### src/rtl/i2c_slave_rx_if.sv
// i2c_slave_rx_if: I2C pad signals and receive-byte stream of i2c_slave_rx
interface i2c_slave_rx_if;
  logic scl_i, sda_i, sda_oe;
  logic [7:0] rx_data;
  logic rx_valid, rx_ready;
  logic busy, addr_hit, overrun, stop_det;
  modport master(output scl_i, sda_i, rx_ready,
                 input sda_oe, rx_data, rx_valid, busy, addr_hit, overrun, stop_det);
  modport slave(input scl_i, sda_i, rx_ready,
                output sda_oe, rx_data, rx_valid, busy, addr_hit, overrun, stop_det);
endinterface

### src/rtl/i2c_slave_rx.sv
// i2c_slave_rx: I2C write-only target receiver with byte FIFO; define I2C_GENERAL_CALL_EN to also ACK address 0x00
module i2c_slave_rx #(
  parameter logic [6:0] DEVICE_ADDR = 7'h77,
  parameter int FIFO_DEPTH = 4,
  parameter int SYNC_STAGES = 2
) (
  input logic clk,
  input logic rst,
  i2c_slave_rx_if.slave bus
);
  localparam int AW = $clog2(FIFO_DEPTH);
  typedef enum logic [2:0] {IDLE, ADDR, ADDR_ACK, DATA, DATA_ACK, IGNORE} state_t;
  state_t state;
  logic [SYNC_STAGES-1:0] scl_sr, sda_sr;
  logic scl_s, sda_s, scl_d, sda_d;
  logic scl_rise, scl_fall, start, stop, last, addr_ok, push, pop;
  logic ph, ack;
  logic [2:0] cnt;
  logic [7:0] sr, byte_in;
  logic [7:0] mem [FIFO_DEPTH];
  logic [AW-1:0] wp, rp;
  logic [AW:0] count;
  assign scl_s = scl_sr[SYNC_STAGES-1];
  assign sda_s = sda_sr[SYNC_STAGES-1];
  assign scl_rise = scl_s && !scl_d;
  assign scl_fall = !scl_s && scl_d;
  assign start = scl_s && scl_d && sda_d && !sda_s;
  assign stop = scl_s && scl_d && !sda_d && sda_s;
  assign last = scl_rise && cnt == 3'd7;
  assign byte_in = {sr[6:0], sda_s};
`ifdef I2C_GENERAL_CALL_EN
  assign addr_ok = !sda_s && (sr[6:0] == DEVICE_ADDR || sr[6:0] == 7'h00);
`else
  assign addr_ok = !sda_s && sr[6:0] == DEVICE_ADDR;
`endif
  // count MSB set means full because the depth is a power of two
  assign push = state == DATA && last && !count[AW];
  assign pop = bus.rx_valid && bus.rx_ready;
  assign bus.rx_valid = count != '0;
  assign bus.rx_data = bus.rx_valid ? mem[rp] : 8'h00;
  // synchronise pads (idle bus high) and keep one-clk-old copies for edge detection
  always_ff @(posedge clk) begin
    if (rst) begin
      scl_sr <= '1;
      sda_sr <= '1;
      scl_d <= 1'b1;
      sda_d <= 1'b1;
    end else begin
      scl_sr <= {scl_sr[SYNC_STAGES-2:0], bus.scl_i};
      sda_sr <= {sda_sr[SYNC_STAGES-2:0], bus.sda_i};
      scl_d <= scl_s;
      sda_d <= sda_s;
    end
  end
  // protocol FSM; START/STOP override whatever the byte logic decided
  always_ff @(posedge clk) begin
    if (rst) begin
      state <= IDLE;
      cnt <= '0;
      sr <= '0;
      ph <= 1'b0;
      ack <= 1'b0;
      bus.sda_oe <= 1'b0;
      bus.busy <= 1'b0;
      bus.addr_hit <= 1'b0;
      bus.overrun <= 1'b0;
      bus.stop_det <= 1'b0;
    end else begin
      bus.addr_hit <= 1'b0;
      bus.overrun <= 1'b0;
      bus.stop_det <= 1'b0;
      if (scl_rise) begin
        sr <= byte_in;
        cnt <= cnt + 3'd1;
      end
      case (state)
        ADDR: if (last) begin
          state <= addr_ok ? ADDR_ACK : IGNORE;
          ack <= 1'b1;
        end
        DATA: if (last) begin
          state <= DATA_ACK;
          ack <= !count[AW];
          bus.overrun <= count[AW];
        end
        ADDR_ACK, DATA_ACK: if (scl_fall) begin
          ph <= !ph;
          bus.sda_oe <= !ph && ack;
          bus.addr_hit <= !ph && state == ADDR_ACK;
          if (ph) begin
            state <= DATA;
            cnt <= '0;
          end
        end
        default: ;
      endcase
      if (start) begin
        state <= ADDR;
        cnt <= '0;
        ph <= 1'b0;
        bus.sda_oe <= 1'b0;
        bus.busy <= 1'b1;
      end
      if (stop) begin
        state <= IDLE;
        ph <= 1'b0;
        bus.sda_oe <= 1'b0;
        bus.busy <= 1'b0;
        bus.stop_det <= 1'b1;
      end
    end
  end
  // receive FIFO; full test uses the registered count so a same-clk pop never frees room
  always_ff @(posedge clk) begin
    if (rst) begin
      wp <= '0;
      rp <= '0;
      count <= '0;
    end else begin
      if (push) begin
        mem[wp] <= byte_in;
        wp <= wp + 1'b1;
      end
      if (pop) rp <= rp + 1'b1;
      count <= count + (AW+1)'(push) - (AW+1)'(pop);
    end
  end
endmodule

### src/flat_wrapper.sv
// flat-port wrapper written by rule: the top's interface ports become plain ports
module i2c_slave_rx_flat 
#(
  parameter logic [6:0] DEVICE_ADDR = 7'h77,
  parameter int FIFO_DEPTH = 4,
  parameter int SYNC_STAGES = 2
)
  (clk, rst, bus_scl_i, bus_sda_i, bus_rx_ready, bus_sda_oe, bus_rx_data, bus_rx_valid, bus_busy, bus_addr_hit, bus_overrun, bus_stop_det);
  i2c_slave_rx_if bus_i ();
  input logic clk;
  input logic rst;
  input wire logic [$bits(bus_i.scl_i)-1:0] bus_scl_i;
  input wire logic [$bits(bus_i.sda_i)-1:0] bus_sda_i;
  input wire logic [$bits(bus_i.rx_ready)-1:0] bus_rx_ready;
  output wire logic [$bits(bus_i.sda_oe)-1:0] bus_sda_oe;
  output wire logic [$bits(bus_i.rx_data)-1:0] bus_rx_data;
  output wire logic [$bits(bus_i.rx_valid)-1:0] bus_rx_valid;
  output wire logic [$bits(bus_i.busy)-1:0] bus_busy;
  output wire logic [$bits(bus_i.addr_hit)-1:0] bus_addr_hit;
  output wire logic [$bits(bus_i.overrun)-1:0] bus_overrun;
  output wire logic [$bits(bus_i.stop_det)-1:0] bus_stop_det;
  assign bus_i.scl_i = bus_scl_i;
  assign bus_i.sda_i = bus_sda_i;
  assign bus_i.rx_ready = bus_rx_ready;
  assign bus_sda_oe = bus_i.sda_oe;
  assign bus_rx_data = bus_i.rx_data;
  assign bus_rx_valid = bus_i.rx_valid;
  assign bus_busy = bus_i.busy;
  assign bus_addr_hit = bus_i.addr_hit;
  assign bus_overrun = bus_i.overrun;
  assign bus_stop_det = bus_i.stop_det;
  i2c_slave_rx #(.DEVICE_ADDR(DEVICE_ADDR), .FIFO_DEPTH(FIFO_DEPTH), .SYNC_STAGES(SYNC_STAGES)) u_core (.clk(clk), .rst(rst), .bus(bus_i));
endmodule
### config.mk
export PLATFORM = sky130hd
export DESIGN_NAME = i2c_slave_rx_flat
export DESIGN_NICKNAME = d
export VERILOG_FILES = /design/src/rtl/i2c_slave_rx_if.sv /design/src/rtl/i2c_slave_rx.sv /design/src/flat_wrapper.sv
export SDC_FILE = /design/constraint.sdc
export NUM_CORES = 1
export LEC_CHECK = 0
export ABC_AREA = 1
export CELL_PAD_IN_SITES_DETAIL_PLACEMENT = 1
export CELL_PAD_IN_SITES_GLOBAL_PLACEMENT = 2
export CORE_ASPECT_RATIO = 1.2
export CORE_MARGIN = 4
export CORE_UTILIZATION = 37
export CTS_CLUSTER_DIAMETER = 30
export CTS_CLUSTER_SIZE = 28
export DETAILED_ROUTE_END_ITERATION = 10
export GPL_TIMING_DRIVEN = 1
export PLACE_DENSITY_LB_ADDON = 0.08
export SLEW_MARGIN = 0
export SYNTH_ARGS = -nofsm -noshare
export SYNTH_HDL_FRONTEND = slang
export SYNTH_SLANG_ARGS = --single-unit
### constraint.sdc
create_clock -name clk -period 2.6 [get_ports clk]
set_input_delay 0.78 -clock clk [delete_from_list [all_inputs] [get_ports clk]]
set_output_delay 0.78 -clock clk [all_outputs]
set_load 0.005 [all_outputs]
==> results by group <==
Placement
  – Post-DP HPWL: 4020 um
  – Gp weighted congestion: 0.703
  – Post-DP Area: 0.00310 mm2
  – Post-Place Worst Slack: -138 ps
  – Post-Place Cells: 391
  – Port bufs: 18

Synthesis
  – Compound-cell area share of the yosys netlist: 0.0861
  – Post-synthesis cell count: 281
  – EDFF count, synth: 32
  – Netlist Area Pre-Place: 0.00276 mm2
  – Post-synth top area cell: edfxtp_1
  – Number of library cell types mapped by synthesis: 30
  – Synth warn: 0
  – Simple-gate share of the synthesized area: 0.204
  – Mux share of post-synthesis cell area: 0
  – Synth top cells by count: nor2_1, dfxtp_1, edfxtp_1
  – Average size of a mapped cell: 9.83 um2
  – Xor and xnor area share after synthesis: 0.00952
  – Seq/Total Area, Yosys: 0.602
  – Yosys reg bits: 67
  – Main combinational cell family by area after synthesis: simple AND/OR/NAND/NOR gates
  – Synth Flop Type: dfxtp_1
  – Syn_nets: 295
  – Share of the synthesized area in the top cell type: 0.348
  – Synth area leaders: edfxtp_1, dfxtp_1, nor2_1
  – Count leader, synth: nor2_1
  – Async SR Flop Fraction: 0
  – Synth Area in Adders: 0.0435

Clock tree
  – Number of buffers on the longest clock path: 2
  – Clock transition at the registers of the reported paths: 70 ps
  – Sinks on Clock Net: 67
  – CTS tree: done
  – Clock root buffer: clkbuf_8
  – Worst-skew pair later-pin latency: 340 ps
  – H-tree lvl count: 3
  – CTS Buf Count: 9

Setup path
  – Most used cell, CP: nor2_1
  – Worst Path Buf+Inv: 2
  – Crit. End Element: primary output
  – CP max stage delay: 500 ps
  – Worst path cell trace: buf_12, nor2_1, nor2_1, o21ai_0, a21oi_2, clkdlybuf4s50_1
  – CP max FO: 14
  – CP required: 1820 ps
  – Slowest stage cell, crit path: clkdlybuf4s50_1
  – Startpoint types: flop
  – Critical path class: flop to primary output
  – CP delay by family, top: buffers and inverters
  – Critical Path AT: 1760 ps

Pwr
  – Logic gate share of total power: 0.255
  – Reg power frac: 0.415
  – Switching power: 0.799 mW
  – Internal Pwr Total: 2.08 mW
  – Clock network fraction of design power: 0.329
  – Max VDD drop: 0.435 mV
  – Switching power share of the total: 0.277
  – Pwr Total: 2.88 mW
  – P_leak: 1.33 nW
  – Power per cell area: 851 mW/mm2

Floorplanning
  – Area of the die: 0.00891 mm2
  – DIE HEIGHT: 103 um
  – Starting density of the core: 0.380
  – Total core area: 0.00727 mm2
  – Io pins: 19
  – Num rows: 34
  – Width of the die: 86.9 um

Drt
  – Vias per cell: 4.67
  – WL/cell: 14.2 um
  – Detailed router's first-iteration violation count: 85
  – Via count: 1904
  – Residual DRC count: 0
  – Initial DRT Pass Iterations: 4
  – ANT nets after route: 0
  – WL final: 5780 um

STA
  – Final min period: 2540 ps
  – Slew @ Worst Pin: 381 ps
  – Final hold slack: 412 ps
  – Max frequency: 393 MHz
  – Max Slew Vio Count: 0
  – Hold Vio Cnt, Final: 0
  – RSZ-0062 raised after global routing: true
  – Clock skew: 8.71 ps
  – Max-Slew Margin vs Limit: 0.746
  – Setup ws final: 55.7 ps
  – Final setup violation count: 0
  – Period utilisation layout: 0.979

Global routing
  – Gr usage total: 0.150
  – Largest net degree at the start of global routing: 17
  – Total gr overflow: 0
  – Initial antenna violation count: 0
  – First-pass GRT wire length: 9890 um
  – Number of global-route vias before repair: 2039

Cells and area
  – Layout Cells excl Fill: 408
  – Final instance area: 0.00339 mm2
  – Share of cells above drive strength 1: 0.195
  – Final-stage net count: 327
  – Antenna fix cells: 0
  – Layout area overhead: 22.7%

Job
  – Max cap viols: 0

Run status
  – Run status: finished clean

Hold path
  – Hold WC Path Type: flop to flop
path summary, 6_finish.rpt:
| path | start | endpoint | slack, ps | cells after the start |
|---|---|---|---|---|
| min reg2reg | u_core.sda_sr[0] | u_core.sda_sr[1] | 410 | 1 |
| max reg2reg | u_core.cnt[0] | u_core.count[2] | 180 | 11 |
| max | flop | bus_rx_data[6] | 60 | 6 |
| min | u_core.sda_sr[0] | u_core.sda_sr[1] | 410 | 1 |
cell families after synthesis:
kind of cell	count (synthesis)
compound gates	46
xor+xnor	3
fa+ha+maj	9
buf+inv	38
flops	67
simple gates	118
worst reg2reg max path, stage by stage (launching register included):
cell     delay [ps]
dfxtp_1         350
ha_1            170
ha_1            200
nand3_4         130
nor2_8          140
nand2_2          80
ha_1            270
inv_1            40
ha_1            180
fa_1            380
or2_2           300
a21oi_1         120
state kept, by name (all words and copies together) (netlist names), 3 cells and up, named ones only:
register      count
u_core.sr         7
u_core.cnt        3
u_core.mem       32
u_core.state      3
u_core.count      3
metrics by stage:
step	utilization	TNS (ps)
floorplan	-	0
global placement	0.426	-76.1
detailed placement	0.426	-138
CTS	0.464	0
global route	0.466	-337
finish	0.466	0
cells in the final DEF, fill, tap and decap left out, drive strengths merged:
cell	instances
a21oi	21
and2	1
buf	10
bufinv	2
clkbuf	11
clkdlybuf4s50	16
clkinv	3
clkinvlp	2
dfxtp	35
dlymetal6s2s	2
edfxtp	32
fa	1
ha	8
inv	29
nand2	31
nand3	9
nand4	1
nor2	66
nor3	4
nor4	1
o21ai	25
or2	5
xnor2	1
xor2	2
final cells by class:
type | count | area, um2
Clock buffer | 11 | 141
Clock inverter | 5 | 76.3
Fill cell | 845 | 3890
Inverter | 31 | 121
Multi-Input combinational cell | 176 | 980
Sequential cell | 67 | 1670
Tap cell | 90 | 113
Timing Repair Buffer | 28 | 285
layer usage:
metal | up-vias | global-route usage | part of all wire
li1 | 975 | - | -
met1 | 898 | 0.174 | 0.44
met2 | 23 | 0.251 | 0.52
met3 | 8 | 0.0472 | 0.028
met4 | 0 | 0.0719 | 0.019
met5 | - | 0 | 0
power by group through the flow:
stage                     registers (mW)  clock network, mW  logic [mW]
after detailed placement            1.21                  0       0.637
after floorplan                     1.19                  0       0.342
final                               1.20              0.949       0.736
after CTS                           1.19              0.982       0.753
after global routing                1.20               1.03       0.830
after global placement              1.21                  0       0.624
repair_timing:
| item | CTS | global route |
|---|---|---|
| gates resized for setup | 13 | 14 |
| setup endpoints to repair | 8 | 8 |
| hold buffers | 0 | 0 |
| pin swaps | 0 | 0 |
| buffers inserted | 1 | 0 |
No activity file was read; power rests on OpenSTA's default activity.
